===== src/rtl/sseg_display_ctrl_pkg.sv =====
// Shared encodings, glyph constants and double-dabble helpers for the 7-segment display path.
package sseg_display_ctrl_pkg;

    localparam int unsigned BIN_W  = 8;
    localparam int unsigned NIB_W  = 4;
    localparam int unsigned BCD_W  = 3 * NIB_W;
    localparam int unsigned ITER_W = 3;

    localparam logic [ITER_W-1:0] ITER_LAST     = ITER_W'(BIN_W - 1);
    localparam logic [7:0]        BLANK_BCD     = 8'hFF;
    localparam logic [7:0]        OVR_BCD       = 8'hAA;
    localparam logic [NIB_W-1:0]  BCD_BLANK_NIB = 4'hF;

    typedef enum logic [1:0] {
        IDLE   = 2'd0,
        LOAD   = 2'd1,
        SHIFT  = 2'd2,
        COMMIT = 2'd3
    } conv_state_e;

    typedef struct packed {
        logic [NIB_W-1:0] hund;
        logic [NIB_W-1:0] tens;
        logic [NIB_W-1:0] ones;
    } bcd3_t;

    // Add-3 correction applied to a digit before it is doubled by the shift.
    function automatic logic [NIB_W-1:0] dd_fix(input logic [NIB_W-1:0] nib);
        return (nib >= NIB_W'(5)) ? nib + NIB_W'(3) : nib;
    endfunction

    function automatic bcd3_t dd_adjust(input bcd3_t b);
        bcd3_t r;
        r.hund = dd_fix(b.hund);
        r.tens = dd_fix(b.tens);
        r.ones = dd_fix(b.ones);
        return r;
    endfunction

endpackage


===== src/rtl/bin_to_bcd_seq.sv =====
// Sequential double-dabble converter: 8-bit binary to 3-digit BCD, one shift per cycle.
module bin_to_bcd_seq
    import sseg_display_ctrl_pkg::*;
(
    input  logic             CLK,
    input  logic             reset,
    input  logic             start,
    input  logic [BIN_W-1:0] operand,
    output logic             idle_c,
    output logic             done_c,
    output logic [BCD_W-1:0] result
);

    conv_state_e      state_q, state_d;
    bcd3_t            bcd_q, bcd_d, bcd_adj;
    logic [BIN_W-1:0] sh_q, sh_d;
    logic [ITER_W-1:0] iter_q, iter_d;

    always_ff @(posedge CLK or posedge reset) begin
        if (reset) begin
            state_q <= IDLE;
            bcd_q   <= '0;
            sh_q    <= '0;
            iter_q  <= '0;
        end else begin
            state_q <= state_d;
            bcd_q   <= bcd_d;
            sh_q    <= sh_d;
            iter_q  <= iter_d;
        end
    end

    always_comb begin
        state_d = state_q;
        bcd_d   = bcd_q;
        sh_d    = sh_q;
        iter_d  = iter_q;
        bcd_adj = dd_adjust(bcd_q);
        idle_c  = 1'b0;
        done_c  = 1'b0;

        unique case (state_q)
            IDLE: begin
                idle_c = 1'b1;
                if (start) begin
                    sh_d    = operand;
                    state_d = LOAD;
                end
            end
            LOAD: begin
                bcd_d   = '0;
                iter_d  = '0;
                state_d = SHIFT;
            end
            SHIFT: begin
                // Correct then double in the same cycle; the binary MSB enters the ones digit.
                {bcd_d, sh_d} = {bcd_adj, sh_q} << 1;
                iter_d        = iter_q + ITER_W'(1);
                if (iter_q == ITER_LAST) begin
                    state_d = COMMIT;
                end
            end
            COMMIT: begin
                done_c  = 1'b1;
                state_d = IDLE;
            end
            default: state_d = IDLE;
        endcase
    end

    assign result = bcd_q;

endmodule


===== src/rtl/sseg_display_ctrl.sv =====
// Display sequencer: refresh prescaler, temperature-to-BCD conversion with one-deep
// buffering, alert arbitration with hold time, and the registered output mux.
module sseg_display_ctrl
    import sseg_display_ctrl_pkg::*;
#(
    parameter int unsigned DIV_BIT    = 17,
    parameter int unsigned BLINK_BIT  = 25,
    parameter int unsigned HOLD_TICKS = 381
) (
    input  logic             CLK,
    input  logic             reset,
    input  logic [BIN_W-1:0] tempBin,
    input  logic             tempValid,
    input  logic             alertReq,
    input  logic [3:0]       alertCode,
    input  logic             enable,
    output logic             displayCLK,
    output logic             display,
    output logic [7:0]       decimalTemp,
    output logic             busy,
    output logic             alertActive
);

    localparam int unsigned PRESC_W = BLINK_BIT + 1;
    localparam int unsigned HOLD_W  = $clog2(HOLD_TICKS + 1);

    logic [PRESC_W-1:0] prescaler;
    logic               dclk_q;
    logic               tick_c;

    logic               pend_q, pend_d;
    logic [BIN_W-1:0]   pend_val_q, pend_val_d;

    logic               conv_start_c;
    logic [BIN_W-1:0]   conv_operand_c;
    logic               conv_idle_c;
    logic               conv_done_c;
    logic [BCD_W-1:0]   conv_result;
    bcd3_t              conv_bcd;

    logic [7:0]         temp_word_q;
    logic [HOLD_W-1:0]  hold_q;

    // Free-running prescaler; displayCLK is a straight tap, tick marks its rising edge.
    always_ff @(posedge CLK or posedge reset) begin
        if (reset) begin
            prescaler <= '0;
            dclk_q    <= 1'b0;
        end else begin
            prescaler <= prescaler + PRESC_W'(1);
            dclk_q    <= prescaler[DIV_BIT];
        end
    end

    assign displayCLK = prescaler[DIV_BIT];
    assign tick_c     = prescaler[DIV_BIT] & ~dclk_q;

    // A held operand is converted before a fresh strobe; a strobe arriving while busy overwrites it.
    always_comb begin
        pend_d         = pend_q;
        pend_val_d     = pend_val_q;
        conv_start_c   = 1'b0;
        conv_operand_c = tempBin;

        if (conv_idle_c) begin
            if (pend_q) begin
                conv_start_c   = 1'b1;
                conv_operand_c = pend_val_q;
                pend_d         = tempValid;
                if (tempValid) begin
                    pend_val_d = tempBin;
                end
            end else if (tempValid) begin
                conv_start_c = 1'b1;
            end
        end else if (tempValid) begin
            pend_d     = 1'b1;
            pend_val_d = tempBin;
        end
    end

    always_ff @(posedge CLK or posedge reset) begin
        if (reset) begin
            pend_q     <= 1'b0;
            pend_val_q <= '0;
            busy       <= 1'b0;
        end else begin
            pend_q     <= pend_d;
            pend_val_q <= pend_val_d;
            busy       <= (conv_idle_c ? conv_start_c : ~conv_done_c) | pend_d;
        end
    end

    bin_to_bcd_seq u_bin_to_bcd (
        .CLK     (CLK),
        .reset   (reset),
        .start   (conv_start_c),
        .operand (conv_operand_c),
        .idle_c  (conv_idle_c),
        .done_c  (conv_done_c),
        .result  (conv_result)
    );

    assign conv_bcd = conv_result;

    always_ff @(posedge CLK or posedge reset) begin
        if (reset) begin
            temp_word_q <= BLANK_BCD;
        end else if (conv_done_c) begin
            temp_word_q <= (conv_bcd.hund != '0) ? OVR_BCD : {conv_bcd.tens, conv_bcd.ones};
        end
    end

    // Alert owns the display while requested and for HOLD_TICKS refresh ticks afterwards.
    always_ff @(posedge CLK or posedge reset) begin
        if (reset) begin
            alertActive <= 1'b0;
            hold_q      <= '0;
        end else if (alertReq) begin
            alertActive <= 1'b1;
            hold_q      <= HOLD_W'(HOLD_TICKS);
        end else if (alertActive && tick_c) begin
            if (hold_q <= HOLD_W'(1)) begin
                hold_q      <= '0;
                alertActive <= 1'b0;
            end else begin
                hold_q <= hold_q - HOLD_W'(1);
            end
        end
    end

    always_ff @(posedge CLK or posedge reset) begin
        if (reset) begin
            decimalTemp <= BLANK_BCD;
            display     <= 1'b0;
        end else begin
            decimalTemp <= alertActive ? {alertCode, BCD_BLANK_NIB} : temp_word_q;
            display     <= enable & (~alertActive | prescaler[BLINK_BIT]);
        end
    end

endmodule


===== config.mk =====
export PLATFORM = sky130hd
export DESIGN_NAME = sseg_display_ctrl
export DESIGN_NICKNAME = d
export VERILOG_FILES = /design/src/rtl/sseg_display_ctrl_pkg.sv /design/src/rtl/bin_to_bcd_seq.sv /design/src/rtl/sseg_display_ctrl.sv
export SDC_FILE = /design/constraint.sdc
export NUM_CORES = 1
export LEC_CHECK = 0
export ABC_CLOCK_PERIOD_IN_PS = 7150
export BUFFER_PORTS_ARGS = -buffer_cell sky130_fd_sc_hd__buf_4
export CAP_MARGIN = 0
export CORE_UTILIZATION = 64
export CTS_CLUSTER_DIAMETER = 120
export DETAILED_ROUTE_END_ITERATION = 16
export PLACE_DENSITY = 0.84
export SLEW_MARGIN = 30
export SYNTH_ARGS = -nofsm -noshare
export SYNTH_HDL_FRONTEND = slang
export SYNTH_SLANG_ARGS = --single-unit

===== constraint.sdc =====
create_clock -name CLK -period 7.15 [get_ports CLK]
set_clock_uncertainty 0.2 [all_clocks]
set_input_delay 1.43 -clock CLK [delete_from_list [all_inputs] [get_ports CLK]]
set_output_delay 1.43 -clock CLK [all_outputs]
set_load 0.005 [all_outputs]

Yosys cells after proc, flatten, opt, wreduce, memory -nomap -nowiden

Index checks and enable logic that the tools add are counted.

Bits in registers: 89
Output and inout bits: 12
Word-level logic and storage cells: 82

Add/subtract/negate cells: 6
Order comparisons: 4
Equality and inequality tests: 7
Mux-type cells: 32
Bitwise operators: 7
Reductions and logical operators: 10

Operators with widths:

| kind                  | number |
|---|---|
| $mux 8                | 8 |
| $mux 9                | 3 |
| $add 26x1->26 const B | 1 |
| $pmux 12 s2           | 1 |
| $pmux 8 s2            | 1 |
| $ge 4x3->1 const B    | 3 |
| $mux 1                | 12 |
| $le 9x1->1 const B    | 1 |
| $sub 9x1->9 const B   | 1 |
| $add 4x2->4 const B   | 2 |
| $mux 4                | 2 |
| $pmux 2 s4            | 1 |
| $reduce_bool 2->1     | 4 |
| $pmux 3 s2            | 1 |
| $reduce_and 2->1      | 3 |
| $eq 2x2->1 const B    | 2 |
| $mux 2                | 2 |
| $ne 2x2->1 const B    | 2 |
| $reduce_bool 4->1     | 1 |
| $add 3x1->3 const B   | 1 |
| $add 3x2->3 const B   | 1 |
| $eq 3x3->1 const B    | 1 |
| $mux 3                | 1 |
| $not 1->1             | 3 |
| 6 further kinds       | 8 |

Logic depth before layout (Yosys ltp)

Gate-level depths: netlist of run 1.

Depth in word-level cells: 5
Depth in mapped cells: 6
Gate-level depth less buffers: 6

Cells and area by module

A second synthesis of run 1 with hierarchy kept.

Cells, all modules: 365
Area, all modules: 4200.3 sq um

Modules (own cells, without submodules):

| module            | instances | cells an instance | area each (sq um) | seq. area each (sq um) |
|---|---|---|---|---|
| sseg_display_ctrl | 1         | 233               | 2807.7            | 1621.6 |
| bin_to_bcd_seq    | 1         | 132               | 1392.6            | 625.6 |

Least setup slack after synthesis of run 1

OpenSTA, ideal clock, no wires.

Path kind: in2reg
Start: input port tempValid
End: register u_bin_to_bcd.sh_q[1]
Setup time: 0.125 ns
Arrival time: 2.203 ns
Data required time: 6.825 ns
Slack: 4.622 ns
Cell stages on the path: 3
Cells stage by stage: nor3b_2 o21bai_2 mux2_2

Cells in the longest elaborated chain, start to end: 5

RTL lines:

| what                              | RTL line                | source |
|---|---|---|
| start, declared                   | sseg_display_ctrl.sv:13 | `input logic tempValid,` |
| $mux 1                            | sseg_display_ctrl.sv:73 | `end else if (tempValid) begin` |
| $mux 1                            | sseg_display_ctrl.sv:66 | `if (pend_q) begin` |
| $mux 1                            | sseg_display_ctrl.sv:65 | `if (conv_idle_c) begin` |
| $ne 2x2->1 (no source line)       | --                      |  |
| $reduce_and 2->1 (no source line) | --                      |  |
| end signal, assigned              | bin_to_bcd_seq.sv:23    | `sh_q <= '0;` |
| end signal, assigned              | bin_to_bcd_seq.sv:28    | `sh_q <= sh_d;` |
| end, declared                     | bin_to_bcd_seq.sv:16    | `logic [BIN_W-1:0] sh_q, sh_d;` |

Every way passes these cells.
A chain may end at the register's enable or synchronous reset.

Worst setup path in the final report of run 1

Start: register alertActive
End: output port alertActive

RTL lines:

| what                   | RTL line                 | source |
|---|---|---|
| start, declared        | sseg_display_ctrl.sv:21  | `output logic alertActive` |
| start signal, assigned | sseg_display_ctrl.sv:117 | `alertActive <= 1'b0;` |
| start signal, assigned | sseg_display_ctrl.sv:120 | `alertActive <= 1'b1;` |
| start signal, assigned | sseg_display_ctrl.sv:125 | `alertActive <= 1'b0;` |

No word-level cell between the ends.

==> results of run 1 <==
-- metrics by stage --
stage               std cells  hold slack [ps]  worst slack (ps)  utilization, %
global route              476            285.3              4353           73.44
finish                    476            271.0              4424           73.44
floorplan                 361            237.4              3240               -
detailed placement        460            261.0              4401           70.57
CTS                       476            275.7              4395           73.44
global placement          460            253.1              4408           70.51
-- cell type report --
cell class	instances	area (um^2)
Multi-Input combinational cell	241	1799
Clock buffer	11	151.4
Fill cell	434	1677
Sequential cell	89	2247
Inverter	24	91.34
Tap cell	77	96.34
Clock inverter	5	30.03
Timing Repair Buffer	29	221.5
-- report_power, final --
group          leakage (nW)  switching, W  internal (W)  total, W
registers              1.08     0.0000382      0.000584  0.000622
clock network        0.0911      0.000173      0.000143  0.000317
logic                 0.957      0.000188      0.000150  0.000339
-- logic make-up (layout without fill, tap and decap cells) --
kind of cell               after synthesis  after routing  share of synthesized area (%)
and+or+nand+nor                        104            104                          15.23
buffers and inverters                   31             69                          2.824
adders and majority gates               16             16                          4.808
DFF                                     89             89                          53.97
muxes                                   29             29                          7.482
AOI/OAI and AO/OA                       64             64                          9.796
xor gates and xnor gates                28             28                          5.889
-- layer usage --
| layer | track usage (%) | vias up |
|---|---|---|
| met2 | 35.57 | 33 |
| met1 | 30.08 | 1289 |
| met4 | 7.241 | 0 |
| met3 | 5.934 | 8 |
| li1 | - | 1326 |
| met5 | 0 | - |
-- sequential cells by signal, summed over array words and instances, names as in the netlist --
signal	flops
prescaler	26
u_bin_to_bcd.state_q	2
pend_val_q	8
decimalTemp	8
pend_q	1
u_bin_to_bcd.sh_q	8
hold_q	9
u_bin_to_bcd.iter_q	3
display	1
temp_word_q	8
u_bin_to_bcd.result	12
busy	1
alertActive	1
dclk_q	1
-- final timing paths --
kind / end / slack (ps)
max: alertActive / 4420
min: prescaler[18]$_DFF_PP0_ / 270
max reg2reg: u_bin_to_bcd.result[8]$_DFFE_PP0P_ / 5030
min reg2reg: prescaler[18]$_DFF_PP0_ / 270
max in group asynchronous: pend_val_q[3]$_DFFE_PP0P_ / 5150
min in group asynchronous: prescaler[25]$_DFF_PP0_ / 1090
-- cell usage in the layout (no fill, tap or decap), types with 7 or more instances in the layout --
cell,netlist,layout
a21oi_1,11,11
o21ai_0,23,23
dfstp_2,16,16
nor2_1,12,12
inv_1,24,23
nand2_1,32,32
ha_1,16,16
dfrtp_1,73,73
buf_4,0,28
nand3_1,17,17
mux2_2,17,17
mux2i_1,12,12
clkbuf_8,0,11
o22ai_1,7,7
xnor2_1,22,22
==> results by group, run 1 <==
Die
  – DIE HEIGHT: around 83 um
  – Full die area: 6833 um^2
  – Die Width: 82.66 um
  – Starting density of the core: 65.95%
  – FP Rows: 29
  – IO Count: 29
  – Core area: 6314 um^2

Clocking
  – Clk buf depth: 2
  – Clk sink count: 89
  – Hold_buf cts: 0
  – CTS tree: done
  – Clock Tree Root: clkbuf_8
  – Clock Latency Late Sink: approximately 350 ps
  – Postcts setup bufs: 0
  – # H-tree levels: 3
  – CTS buffer count: 9
  – Clk slew on worst S/H paths: 80 ps
  – CTS resizes: 0

STA
  – Min cycle time layout: 2726 ps
  – Period utilization: 38.12%
  – Setup TNS: 0 ps
  – Final hold violation count: 0
  – Final setup viols: 0
  – RSZ-0062 raised after global routing: no
  – Relative slew slack: 49.04%
  – Max Slew Vio Count: 0
  – Fmax achieved: 366.9 MHz
  – Worst-margin pin slew: 764.5 ps

Synth
  – Asr flop ratio synth: 100.0%
  – Sequential element share of the synthesized area: 53.97%
  – Post-synth cell types: 54
  – Area of the mapped netlist: approximately 4200 um^2
  – Synth area leaders: dfrtp_1 44%, dfstp_2 10%, ha_1 4.8%
  – Area leader, netlist: dfrtp_1
  – Synth top cells by count: 73 x dfrtp_1, 32 x nand2_1, 24 x inv_1
  – Total number of yosys warnings: 0
  – Post-synth EDFFs: 0
  – Synth top area share: a little over two fifths
  – Cell with the most instances after synthesis: dfrtp_1
  – Seq cells post-synth: 89
  – Synth Flop Type: dfrtp_1
  – Avg Inst Size Synth: 11.53 um^2
  – Post-Syn Instances: ~360
  – Synthesized Nets: 394

Drt
  – Top routing layer in use: met4
  – Via density: 5.580
  – Antenna-violating nets left: 0
  – Met2 routed WL: around 3.2 mm
  – Drt first-iter violations: between 100 and 150
  – Total Wirelength: between 6 and 7 mm
  – 1st-pass router iterations: 4
  – M1 WL: about 3.3 mm
  – Detailed-route DRC error count: 0
  – Routed wl met3: 187 um
  – Vias: around 2700
  – Drt wl/cell: 14.19 um

Cells and area
  – Fin area: roughly 4600 um^2
  – Total Nets Final: 427
  – Share of cells above drive strength 1: 23.56%
  – # diodes: 0
  – Area Overhead vs Synth: 11.36%

Place
  – Post-place instance area: roughly 4500 um^2
  – Routability cong.: 0.8020
  – I/O Buffers: 28
  – Post-DP HPWL: between 4 and 5 mm

Global routing
  – GRT overflow: 0
  – First-pass GRT wire length: 11.47 mm
  – Antenna violations before repair: 0
  – Number of global-route vias before repair: 2549
  – GRT Overall Usage: 22.44%
  – Largest net degree at the start of global routing: 90

Setup path
  – Crit Path Class: reg -> out
  – Startpoint types: register
  – Crit path launch: alertActive$_DFFE_PP0P_
  – Worst path depth: 1
  – WP data required: 5520 ps
  – Worst path arrival time: about 1100 ps
  – Worst path buffer plus inverter count: 1
  – Crit-path leading delay family: flip-flops
  – Setup crit end kind: output pin
  – CP peak stage delay: 570 ps
  – CP max stage cell: dfrtp_1
  – R2r worst-path depth: 4
  – CP max FO: 12
  – Crit-path cells: buf_4
  – Worst r2r src: u_bin_to_bcd.state_q[0]$_DFFE_PP0P_

Run
  – Maxcap violations: 0

Power and ir drop
  – Leak Pwr: approximately 2.1 nW
  – PD cells: 275.4 nW/um^2
  – Tot Pwr: 0.001277 W
  – Worst VDD drop: 250.1 uV

Status
  – Status: finished, final reports clean

Hold path
  – Hold path start: prescaler[18]$_DFF_PP0_
  – Worst hold stages: 1
  – Worst hold path class: reg -> reg
Power figures use the tool's default switching activity.
==> run 2, diff against run 1 <==
- ABC_CLOCK_PERIOD_IN_PS: 7150 -> 2500
- CORE_UTILIZATION: 64 -> 54
- PLACE_DENSITY: 0.84 -> 0.75
- clock period: 7.15 -> 2.5 ns (I/O delays scaled with it)
==> run 2 against run 1 <==
  * Sequential share of layout area decreased by 0.63 points
  * Routed wire length increased by 3.7%
  * Final cell count increased by 4.8%
  * Die area increased by 18%
  * First-iteration DRC count increased by 29%
  * Clock-buffer cell count unchanged
  * Sequential power increased to 2.9 times the previous value
  * Total power increased to 2.9 times the previous value
  * Register-to-register slack got worse by 4600 ps
  * Via count increased by 2.2%
  * Highest routed layer unchanged
  * Global-route usage decreased by 3.3 points
==> results by group, run 2 (same netlist as run 1, synthesis figures left out) <==
Power and ir drop
  – Internal power: 0.002598 W (was 0.0008775 W)
  – Worst VDD drop: 478.9 uV (was 250.1 uV)
  – Flop pwr share: 47.5% (was 48.7%)
  – Tot Pwr: 0.003750 W (was 0.001277 W)
  – PD cells: 798.1 nW/um^2 (was 275.4 nW/um^2)
  – Switching share of power: 30.72% (was 31.30%)
  – Leak Pwr: 2.140 nW (was 2.131 nW)
  – Clock power share: 26.0% (was 24.8%)
  – Sw Pwr: 0.001152 W (was 0.0003997 W)
  – Part of the power in combinational logic: 26.5% (about the same)

Global routing
  – Met2 Use GR: 29.94% (was 35.57%)
  – GRT Max-Usage Layer: met2 (unchanged)
  – GRT overflow: 0 (unchanged)
  – Antenna violations before repair: 0 (unchanged)
  – Routing usage on met3: 3.215% (was 5.934%)
  – Largest net degree at the start of global routing: 90 (unchanged)
  – GRT Overall Usage: 19.16% (was 22.44%)
  – First-pass GRT wire length: 12.55 mm (was 11.47 mm)
  – Number of global-route vias before repair: 2736 (was 2549)
  – Met1 Track Usage GR: 26.40% (was 30.08%)

Clocking
  – CTS buffer count: 9 (unchanged)
  – # H-tree levels: 3 (unchanged)
  – Postcts setup bufs: 0 (unchanged)
  – Clk slew on worst S/H paths: 80 ps (about the same)
  – Clk buf depth: 2 (unchanged)
  – Clock Tree Root: clkbuf_8 (unchanged)
  – CTS resizes: 0 (unchanged)
  – Hold_buf cts: 0 (unchanged)
  – CTS tree: done (unchanged)
  – Clock Latency Late Sink: 350 ps (about the same)
  – Clk sink count: 89 (unchanged)

STA
  – Worst-margin pin slew: 563.1 ps (was 764.5 ps)
  – Max Slew Vio Count: 0 (unchanged)
  – Final hold violation count: 0 (unchanged)
  – Fmax achieved: between 400 and 500 MHz
  – RSZ-0062 raised after global routing: no (unchanged)
  – Final setup margin: 460.9 ps (was 4424 ps)
  – Setup TNS: 0 ps (unchanged)
  – Final setup viols: 0 (unchanged)
  – Period utilization: approximately 82%
  – Hold slack: 76.11 ps (was 271.0 ps)
  – Min cycle time layout: between 2000 and 2500 ps
  – Relative slew slack: 62.17% (was 49.04%)

Setup path
  – Worst R2R End: u_bin_to_bcd.sh_q[6]$_DFFE_PP0P_ (was u_bin_to_bcd.result[8]$_DFFE_PP0P_)
  – Crit-path leading delay family: flip-flops (unchanged)
  – Worst r2r src: u_bin_to_bcd.state_q[0]$_DFFE_PP0P_ (unchanged)
  – Worst path arrival time: 2070 ps (was 1100 ps)
  – CP peak stage delay: 410 ps (was 570 ps)
  – CP max FO: 9 (was 12)
  – R2r worst-path depth: 5 (was 4)
  – Crit Path Class: reg -> reg (was reg -> out)
  – Flop2flop setup slack: 460 ps (was 5030 ps)
  – CP max stage cell: dfrtp_1 (unchanged)
  – WP data required: 2530 ps (was 5520 ps)
  – Startpoint types: register (unchanged)
  – Setup crit end kind: register (was output pin)
  – Crit-path cells: inv_1, ha_1, nor3b_2, o21bai_2, mux2_2 (was buf_4)
  – Worst path buffer plus inverter count: 1 (unchanged)

Drt
  – 1st-pass router iterations: 5 (was 4)
  – Drt first-iter violations: 187 (was 145)
  – Vias: 2715 (was 2656)
  – Detailed-route DRC error count: 0 (unchanged)
  – Drt wl/cell: 14.03 um (was 14.19 um)
  – Via density: 5.441 (was 5.580)
  – Total Wirelength: 7.003 mm (was 6.753 mm)
  – Antenna-violating nets left: 0 (unchanged)

Cells and area
  – Max FFs per register: 26 (unchanged)
  – Share of cells above drive strength 1: 23.50% (was 23.56%)
  – Total Nets Final: 428 (was 427)
  – Reg with most FFs: prescaler (unchanged)
  – Final cell count without fillers: 499 (was 476)
  – Area Overhead vs Synth: 12.83% (was 11.36%)
  – Commonest cells after routing, fill and taps aside: 73 x dfrtp_1, 32 x nand2_1, 29 x buf_4 (was 73 x dfrtp_1, 32 x nand2_1, 28 x buf_4)
  – # diodes: 0 (unchanged)
  – FILL cells: 608 (was 434)
  – Leading cell type in the layout, fill and taps excluded: dfrtp_1 (unchanged)

Die
  – Die Width: 89.81 um (was 82.66 um)
  – FP Rows: 31 (was 29)
  – DIE HEIGHT: 89.81 um (was 82.66 um)
  – Core area: 7370 um^2 (was 6314 um^2)
  – Starting density of the core: 56.50% (was 65.95%)
  – Full die area: 8066 um^2 (was 6833 um^2)
  – IO Count: 29 (unchanged)

Run
  – Maxcap violations: 0 (unchanged)

Status
  – Status: finished, final reports clean (unchanged)

Place
  – Setup Slack @ Placement: 462.8 ps (was 4401 ps)
  – Post-DP HPWL: 4.710 mm (was 4.599 mm)
  – Placed cell count: 483 (was 460)
  – I/O Buffers: 28 (unchanged)
  – Routability cong.: 0.8007 (was 0.8020)

Hold path
  – Worst hold path class: in -> async (was reg -> reg)
==> run 2: changes by cell type in the layout (fill, tap and decap cells not counted) <==
| cell | previous run | this run |
|---|---|---|
| buf_12 | 0 | 1 |
| buf_4 | 28 | 29 |
| buf_6 | 1 | 0 |
| bufinv_16 | 0 | 1 |
| clkbuf_1 | 0 | 1 |
| clkbuf_8 | 11 | 10 |
| clkinv_2 | 4 | 2 |
| clkinvlp_4 | 2 | 3 |
==> run 2: worst max-delay path by stage <==
stage | startpoint | endpoint | slack [ps] | depth (start not counted)
floorplan | u_bin_to_bcd.state_q[0]$_DFFE_PP0P_ | u_bin_to_bcd.sh_q[1]$_DFFE_PP0P_ | 660 | 5
global placement | u_bin_to_bcd.state_q[0]$_DFFE_PP0P_ | u_bin_to_bcd.sh_q[7]$_DFFE_PP0P_ | 550 | 4
detailed placement | u_bin_to_bcd.state_q[0]$_DFFE_PP0P_ | u_bin_to_bcd.sh_q[1]$_DFFE_PP0P_ | 460 | 4
CTS | u_bin_to_bcd.state_q[0]$_DFFE_PP0P_ | u_bin_to_bcd.sh_q[1]$_DFFE_PP0P_ | 460 | 4
global route | u_bin_to_bcd.state_q[0]$_DFFE_PP0P_ | u_bin_to_bcd.sh_q[1]$_DFFE_PP0P_ | 340 | 4
finish | u_bin_to_bcd.state_q[0]$_DFFE_PP0P_ | u_bin_to_bcd.sh_q[6]$_DFFE_PP0P_ | 460 | 5
==> run 2: final cells by class <==
class / count / area (um^2) / area share, %
Sequential cell: 89 / 2247 / 47.83
Multi-Input combinational cell: 241 / 1799 / 38.30
Clock buffer: 11 / 141.4 / 3.009
Inverter: 24 / 93.84 / 1.997
Timing Repair Buffer: 30 / 237.7 / 5.060
Tap cell: 99 / 123.9 / 2.636
Clock inverter: 5 / 55.05 / 1.172
==> run 2: tightest hold or removal path, cell delays in order <==
cell	delay [ps]
buf_4	120
clkinvlp_4	70
buf_12	370
==> run 2: power by group through the flow <==
stage	sequential [W]	clock (W)	combinational, W
finish	0.00178	0.000976	0.000993
global route	0.00180	0.00107	0.00112
CTS	0.00178	0.000997	0.00101
detailed placement	0.00180	0	0.00100
global placement	0.00180	0	0.000963
floorplan	0.00178	0	0.000775
==> run 2: per-stage QoR <==
| step | area, um^2 | util (%) |
|---|---|---|
| 2_1_floorplan | 4168 | - |
| 3_3_place_gp | 4502 | 61.09 |
| 3_5_place_dp | 4502 | 61.09 |
| 4_1_cts | 4698 | 63.75 |
| 5_1_grt | 4698 | 63.75 |
| 6_report | 4698 | 63.75 |
==> run 2: per-layer routing <==
metal	wire length, um	vias up
met2	3283	47
met5	0	-
met3	199	8
li1	-	1335
met1	3423	1325
met4	96	0
